===== src/rtl/ifu_ifu2icb_multi_pkg.sv =====
// ---------------------------------------------------------------------------
// ifu_ifu2icb_multi_pkg
// Shared definitions for the IFU-to-ICB fetch router:
//   - default fetch address / data widths
//   - encoding of the internal error target (unmapped fetch addresses)
//   - layout of one entry in the outstanding-fetch FIFO
// No ports; imported by ifu_outs_fifo and ifu_ifu2icb_multi.
// ---------------------------------------------------------------------------
package ifu_ifu2icb_multi_pkg;

  localparam int IFU_AW_DEF = 32;
  localparam int IFU_DW_DEF = 32;

  // Target ids fit in 4 bits since at most 8 real targets exist (ids 0..7).
  // Id 8 is never a real target and marks the internal error target.
  localparam int TGT_IDW = 4;
  localparam logic [TGT_IDW-1:0] ERR_TGT_ID = 4'd8;

  // Payload of one outstanding fetch. The kill flag is kept by the FIFO
  // itself because it has to be set on every live entry at once.
  typedef struct packed {
    logic [TGT_IDW-1:0] tgtId;
    logic               isErr;
  } outs_entry_t;

  localparam int ENTRY_W = TGT_IDW + 1;

endpackage


===== src/rtl/ifu_outs_fifo.sv =====
// ---------------------------------------------------------------------------
// ifu_outs_fifo
// In-order FIFO of outstanding fetches, with a per-entry kill flag that can
// be set on all entries in one cycle (used by a fetch flush).
// Ports:
//   clk, rst        clock, asynchronous active-high reset
//   i_push          write i_pushData at the tail (ignored when full)
//   i_pushData      entry payload, W bits
//   i_pop           drop the head entry (ignored when empty)
//   i_killAll       mark every stored entry as killed
//   o_headData      payload of the head entry
//   o_headKill      kill flag of the head entry
//   o_full/o_empty  occupancy flags from the occupancy counter
// ---------------------------------------------------------------------------
module ifu_outs_fifo import ifu_ifu2icb_multi_pkg::*; #(
  parameter int DEPTH = 2,
  parameter int W     = ENTRY_W
) (
  input  logic         clk,
  input  logic         rst,
  input  logic         i_push,
  input  logic [W-1:0] i_pushData,
  input  logic         i_pop,
  input  logic         i_killAll,
  output logic [W-1:0] o_headData,
  output logic         o_headKill,
  output logic         o_full,
  output logic         o_empty
);

  localparam int PW = (DEPTH > 1) ? $clog2(DEPTH) : 1;
  localparam int CW = $clog2(DEPTH + 1);

  logic [W-1:0]     r_mem [DEPTH];
  logic [DEPTH-1:0] r_kill;
  logic [PW-1:0]    r_wrPtr;
  logic [PW-1:0]    r_rdPtr;
  logic [CW-1:0]    r_count;
  logic             w_doPush;
  logic             w_doPop;

  // Pointers wrap at DEPTH-1 rather than at a power of two, so any depth works.
  function automatic logic [PW-1:0] nextPtr(input logic [PW-1:0] p);
    return (p == PW'(DEPTH - 1)) ? '0 : p + 1'b1;
  endfunction

  assign o_full     = (r_count == CW'(DEPTH));
  assign o_empty    = (r_count == '0);
  assign w_doPush   = i_push & ~o_full;
  assign w_doPop    = i_pop & ~o_empty;
  assign o_headData = r_mem[r_rdPtr];
  assign o_headKill = r_kill[r_rdPtr];

  // Storage, pointers and occupancy. A kill-all marks every slot; a slot
  // being written in the same cycle starts life un-killed. Free slots may
  // carry a stale kill flag, which is harmless because a push clears it.
  always_ff @(posedge clk or posedge rst) begin
    if (rst) begin
      r_wrPtr <= '0;
      r_rdPtr <= '0;
      r_count <= '0;
      r_kill  <= '0;
      for (int i = 0; i < DEPTH; i++) r_mem[i] <= '0;
    end else begin
      if (i_killAll) r_kill <= '1;
      if (w_doPush) begin
        r_mem[r_wrPtr]  <= i_pushData;
        r_kill[r_wrPtr] <= 1'b0;
        r_wrPtr         <= nextPtr(r_wrPtr);
      end
      if (w_doPop) r_rdPtr <= nextPtr(r_rdPtr);
      case ({w_doPush, w_doPop})
        2'b10:   r_count <= r_count + CW'(1);
        2'b01:   r_count <= r_count - CW'(1);
        default: r_count <= r_count;
      endcase
    end
  end

endmodule


===== src/rtl/ifu_ifu2icb_multi.sv =====
// ---------------------------------------------------------------------------
// ifu_ifu2icb_multi
// Routes instruction fetches to one of N_TGT ICB targets by address decode
// and returns the responses to the IFU strictly in request order. Fetches to
// unmapped addresses go to an internal error target that answers with
// err=1, rdata=0. A flush discards every response still outstanding.
// Ports:
//   clk, rst                               clock, asynchronous active-high reset
//   ifu_req_valid/ready/addr               fetch request channel
//   ifu_flush                              discard outstanding responses
//   ifu_rsp_valid/ready/rdata/err          fetch response channel
//   tgt_cmd_valid/ready/addr               per-target ICB command (addr broadcast)
//   tgt_rsp_valid/ready/rdata/err          per-target ICB response
// ---------------------------------------------------------------------------
module ifu_ifu2icb_multi import ifu_ifu2icb_multi_pkg::*; #(
  parameter int AW         = IFU_AW_DEF,
  parameter int DW         = IFU_DW_DEF,
  parameter int N_TGT      = 2,
  parameter int OUTS_DEPTH = 2,
  parameter logic [N_TGT*AW-1:0] TGT_BASE = {32'h8000_0000, 32'h0000_0000},
  parameter logic [N_TGT*AW-1:0] TGT_MASK = {32'hFFF0_0000, 32'h8000_0000}
) (
  input  logic                clk,
  input  logic                rst,
  input  logic                ifu_req_valid,
  output logic                ifu_req_ready,
  input  logic [AW-1:0]       ifu_req_addr,
  input  logic                ifu_flush,
  output logic                ifu_rsp_valid,
  input  logic                ifu_rsp_ready,
  output logic [DW-1:0]       ifu_rsp_rdata,
  output logic                ifu_rsp_err,
  output logic [N_TGT-1:0]    tgt_cmd_valid,
  input  logic [N_TGT-1:0]    tgt_cmd_ready,
  output logic [N_TGT*AW-1:0] tgt_cmd_addr,
  input  logic [N_TGT-1:0]    tgt_rsp_valid,
  output logic [N_TGT-1:0]    tgt_rsp_ready,
  input  logic [N_TGT*DW-1:0] tgt_rsp_rdata,
  input  logic [N_TGT-1:0]    tgt_rsp_err
);

  logic [TGT_IDW-1:0] w_selId;
  logic               w_selErr;
  logic [N_TGT-1:0]   w_selOneHot;
  logic               w_selCmdReady;
  logic               w_full;
  logic               w_empty;
  logic               w_push;
  logic               w_pop;
  logic               w_headKill;
  outs_entry_t        w_pushEntry;
  outs_entry_t        w_head;

  // Address decode. Scanning from the highest index down lets the lowest
  // matching target overwrite the others, so the lowest hit wins. Only the
  // winner is offered the command, so overlapping windows never issue twice.
  always_comb begin
    w_selId       = ERR_TGT_ID;
    w_selErr      = 1'b1;
    w_selOneHot   = '0;
    w_selCmdReady = 1'b1;
    for (int i = N_TGT - 1; i >= 0; i--) begin
      if ((ifu_req_addr & TGT_MASK[i*AW +: AW]) ==
          (TGT_BASE[i*AW +: AW] & TGT_MASK[i*AW +: AW])) begin
        w_selId       = TGT_IDW'(i);
        w_selErr      = 1'b0;
        w_selOneHot   = '0;
        w_selOneHot[i] = 1'b1;
        w_selCmdReady = tgt_cmd_ready[i];
      end
    end
  end

  // Command side. Ready depends only on the registered occupancy, so a pop
  // in the same cycle does not free a slot for a push until the next cycle.
  assign ifu_req_ready = ~w_full & ~ifu_flush & w_selCmdReady;
  assign w_push        = ifu_req_valid & ifu_req_ready;
  assign tgt_cmd_valid = (ifu_req_valid & ~w_full & ~ifu_flush) ? w_selOneHot : '0;
  assign tgt_cmd_addr  = {N_TGT{ifu_req_addr}};

  assign w_pushEntry.tgtId = w_selId;
  assign w_pushEntry.isErr = w_selErr;

  ifu_outs_fifo #(
    .DEPTH (OUTS_DEPTH),
    .W     (ENTRY_W)
  ) u_outsFifo (
    .clk        (clk),
    .rst        (rst),
    .i_push     (w_push),
    .i_pushData (w_pushEntry),
    .i_pop      (w_pop),
    .i_killAll  (ifu_flush),
    .o_headData (w_head),
    .o_headKill (w_headKill),
    .o_full     (w_full),
    .o_empty    (w_empty)
  );

  // Response side. Only the target at the FIFO head is listened to, which
  // keeps responses in request order. A killed head is drained silently:
  // real targets are acked as soon as they answer, and the error target is
  // dropped at once since it has nothing to wait for.
  always_comb begin
    ifu_rsp_valid = 1'b0;
    ifu_rsp_rdata = '0;
    ifu_rsp_err   = 1'b0;
    tgt_rsp_ready = '0;
    w_pop         = 1'b0;
    if (!w_empty) begin
      if (w_head.isErr) begin
        ifu_rsp_valid = ~w_headKill;
        ifu_rsp_err   = ~w_headKill;
        w_pop         = w_headKill | ifu_rsp_ready;
      end else begin
        for (int i = 0; i < N_TGT; i++) begin
          if (w_head.tgtId == TGT_IDW'(i)) begin
            if (w_headKill) begin
              tgt_rsp_ready[i] = 1'b1;
              w_pop            = tgt_rsp_valid[i];
            end else begin
              ifu_rsp_valid    = tgt_rsp_valid[i];
              ifu_rsp_rdata    = tgt_rsp_rdata[i*DW +: DW];
              ifu_rsp_err      = tgt_rsp_err[i];
              tgt_rsp_ready[i] = ifu_rsp_ready;
              w_pop            = tgt_rsp_valid[i] & ifu_rsp_ready;
            end
          end
        end
      end
    end
  end

endmodule


===== config.mk =====
export PLATFORM = sky130hd
export DESIGN_NAME = ifu_ifu2icb_multi
export DESIGN_NICKNAME = d
export VERILOG_FILES = /design/src/rtl/ifu_ifu2icb_multi_pkg.sv /design/src/rtl/ifu_outs_fifo.sv /design/src/rtl/ifu_ifu2icb_multi.sv
export SDC_FILE = /design/constraint.sdc
export NUM_CORES = 1
export LEC_CHECK = 0
export BUFFER_PORTS_ARGS = -buffer_cell sky130_fd_sc_hd__buf_2
export CAP_MARGIN = 20
export CORE_AREA = 2 2 81 83
export DETAILED_ROUTE_END_ITERATION = 6
export DIE_AREA = 0 0 83 85
export GPL_ROUTABILITY_DRIVEN = 0
export GPL_TIMING_DRIVEN = 0
export PLACE_DENSITY = 0.76
export SLEW_MARGIN = 25
export SYNTH_ARGS = -nofsm -noshare
export SYNTH_HDL_FRONTEND = slang
export SYNTH_SLANG_ARGS = --single-unit

===== constraint.sdc =====
create_clock -name clk -period 2.3 [get_ports clk]
set_input_delay 0.46 -clock clk [delete_from_list [all_inputs] [get_ports clk]]
set_output_delay 0.46 -clock clk [all_outputs]
set_load 0.05 [all_outputs]

==> reports/results.ini <==
[yosys]
yosys.area_share.simple_pct=29.1
yosysTopAreaCellShare_pct=29.3
synth_nets=349
synth-xor-area-share_pct=2.67
muxShareOfSynthArea_pct=4.95
yosysWarnings=0
netlist_area_mm2=0.00164
synth_top_family_by_area=buffers and inverters
synth_cell_types=33
synth_top_cell_by_area=buf_4
synth_seq_cells=10
syn_inst=241
synth-compound-area-share_pct=13.8
ys_seq_area_share_pct=15.2
synth.area.top_cells=buf_4, nand2_1, dfrtp_1
avgSynthCellArea_um2=6.81
synth_fa_ha_area_share_pct=0.762

[worst_setup_path]
cp_common_cell=buf_6
crit_slowest_cell=dfrtp_1
path_class=flop to primary output
crit_cells=7
timing.rr.end=u_outsFifo.r_count[1]
path_buf_inv=3
cp-start-kind=flop
rrSetupSlack_ns=0.28
cp_cell_sequence=buf_6, mux2_4, nor2_4, nand2_4, buf_6, a21oi_2, buf_6
critPathMaxFanout=10
r2r_cells=8
cp-end-kind=primary output
required_ns=1.84
slowest_delay_ns=0.37
timing.rr.start=u_outsFifo.r_rdPtr
cp.arrival_ns=1.82
crit_path_start=u_outsFifo.r_rdPtr
crit_end=ifu_rsp_rdata[0]
cp_top_family=buffers and inverters

[global_routing]
grt_max_degree=11
overflow=0
antenna_found_initial=0
grt_pass1_wl_um=9970
grt_use_total_pct=17.2
grt_pass1_vias=2232

[final_layout]
drive_above_1_share_pct=73.0
fillers=576
multi_input_area_mm2=0.00104
fin_area_mm2=0.00324
nets=549
stdcell_count=517
antenna-diode-count=0
area_growth_pct=97.2
seq_area_um2=250

[power]
p_sw_share_pct=55.5
leakagePower_nw=1.72
p_sw_w=0.00147
pwr-share-clk_pct=8.2
intPower_w=0.00118
ir_drop_uv=413
power.density_mw_per_mm2=819
pwr-share-comb_pct=79.1
power_frac_seq_pct=12.7

[clock_tree]
cts_tree=built
clock_latency_ns=0.24
numCtsBuffers=3
htree_levels=1
clock_path_buffers=2
clkTransAtPathRegs_ns=0.05
numClockSinks=10
postCtsHoldBufs=0
cts_root_buf=clkbuf_8

[placement]
place_inst=507
postPlaceCellArea_mm2=0.00269
port_buffers=189
dp_hpwl_um=5510

[die]
die_w_um=83
io_pins=210
initial_core_util_pct=26.5
core.rowCount=29
fp.coreArea_mm2=0.00620
die_h_um=85
die_area_mm2=0.00706

[detailed_routing]
antenna_left=0
wl_met3_um=574
num_vias=2309
dr.pass1.iters=4
wl_met1_um=2460
drt_iter0_markers=42
wl_per_cell_um=13.6
highest_layer=met4
wl_um=7040
drc=0
routed-wl-met2_um=3850
vias_per_cell=4.47

[sta]
max-slew-margin-rel_pct=73.0
hold_ws_ns=0.187
max_freq_mhz=438
rsz0062_at_grt=yes
report.final.slew_viol_count=0
finalClockSkew_ns=0.00434
period_needed_ns=2.28
period_share_pct=99.3
worst_pin_slew_ns=0.404
hold_viol=0
setup_viol=0

[worst_hold_path]
hold_class=input pin to async pin

[outcome]
outcome=completed

[flow_run]
cap_violations=0

-- final cells by class --
| cell class | count | share of cell area, % |
|---|---|---|
| Inverter | 5 | 0.580 |
| Multi-Input combinational cell | 152 | 32.0 |
| Clock buffer | 4 | 1.70 |
| Buffer | 74 | 17.7 |
| Sequential cell | 10 | 7.73 |
| Timing Repair Buffer | 195 | 37.2 |
| Tap cell | 77 | 2.98 |
-- placed cells by master (no fill, tap or decap), types with 2 or more instances in the layout --
cell	netlist	routed
a21oi_1	33	2
a21oi_2	0	26
a21oi_4	0	5
a32oi_1	2	2
and2_1	2	2
buf_2	10	156
buf_4	64	71
buf_6	0	38
clkbuf_4	0	3
clkbuf_8	0	4
dfrtp_1	10	10
inv_1	5	5
mux2_1	2	2
mux2i_1	3	3
nand2_1	70	69
nor2_1	14	13
nor4_2	2	3
xnor2_1	4	4
-- sequential cells by signal, indices dropped and copies added (netlist names) --
register and count:
u_outsFifo.r_wrPtr 1, u_outsFifo.r_mem 4, u_outsFifo.r_count 2, u_outsFifo.r_kill 2, u_outsFifo.r_rdPtr 1
-- power by group through the flow --
stage                     logic [W]  registers (W)  clock network, W
final                       0.00210       0.000336          0.000217
after global placement      0.00168       0.000324                 0
after floorplan             0.00131       0.000309                 0
after global routing        0.00222       0.000348          0.000235
after detailed placement    0.00171       0.000334                 0
after CTS                   0.00189       0.000335          0.000224
-- Yosys cell counts, drive strengths merged --
cell / instances
a22oi: 1
or3b: 1
xor2: 1
o21bai: 1
o22ai: 1
or2: 1
dfrtp: 10
a32oi: 2
nor2b: 1
inv: 5
nor3b: 1
xnor2: 4
ha: 1
a21oi: 33
mux2: 3
and2: 2
nand2: 70
nand3: 1
o21a: 1
nand4bb: 1
a31oi: 1
nor4b: 2
nor2: 14
and4b: 1
o21ai: 1
mux2i: 4
nor4: 3
buf: 74
-- cells by family (layout without fill, tap and decap cells) --
kind of cell,after synthesis,in the layout
xor+xnor,5,5
buf+inv,79,278
mux,7,7
simple gates,98,98
flops,10,10
compound gates,41,41
fa+ha+maj,1,1
-- worst min-delay path by stage --
stage / slack, ns / to
after floorplan: 0.30 / u_outsFifo.r_count[0]
after global placement: 0.44 / u_outsFifo.r_rdPtr
after detailed placement: 0.46 / u_outsFifo.r_rdPtr
after CTS: 0.20 / u_outsFifo.r_kill[1]
after global routing: 0.23 / u_outsFifo.r_wrPtr
final: 0.19 / u_outsFifo.r_kill[1]
-- metrics by stage --
stage / util [%] / setup WS (ns) / TNS [ns] / total power, W
3_3_place_gp: 43.4 / -0.0209 / -0.0332 / 0.00200
3_5_place_dp: 43.4 / -0.0962 / -1.08 / 0.00205
6_report: 52.2 / 0.0165 / 0 / 0.00265
2_1_floorplan: - / -0.106 / -3.26 / 0.00162
5_1_grt: 52.2 / -0.0625 / -0.483 / 0.00280
4_1_cts: 47.2 / -0.00516 / -0.0115 / 0.00245
-- repair_timing --
item                                    in CTS  in global routing
endpoints found under the setup margin      34                 33
buffers inserted                             2                  1
resized for setup                           51                 81
cloned                                       3                  0
-- metal layers --
layer,GRT usage [%],vias to the layer above
met4,5.81,0
met2,33.0,139
met1,18.4,1033
met5,0,-
met3,4.09,13
li1,-,1124
(Power assumes the default switching activity.)
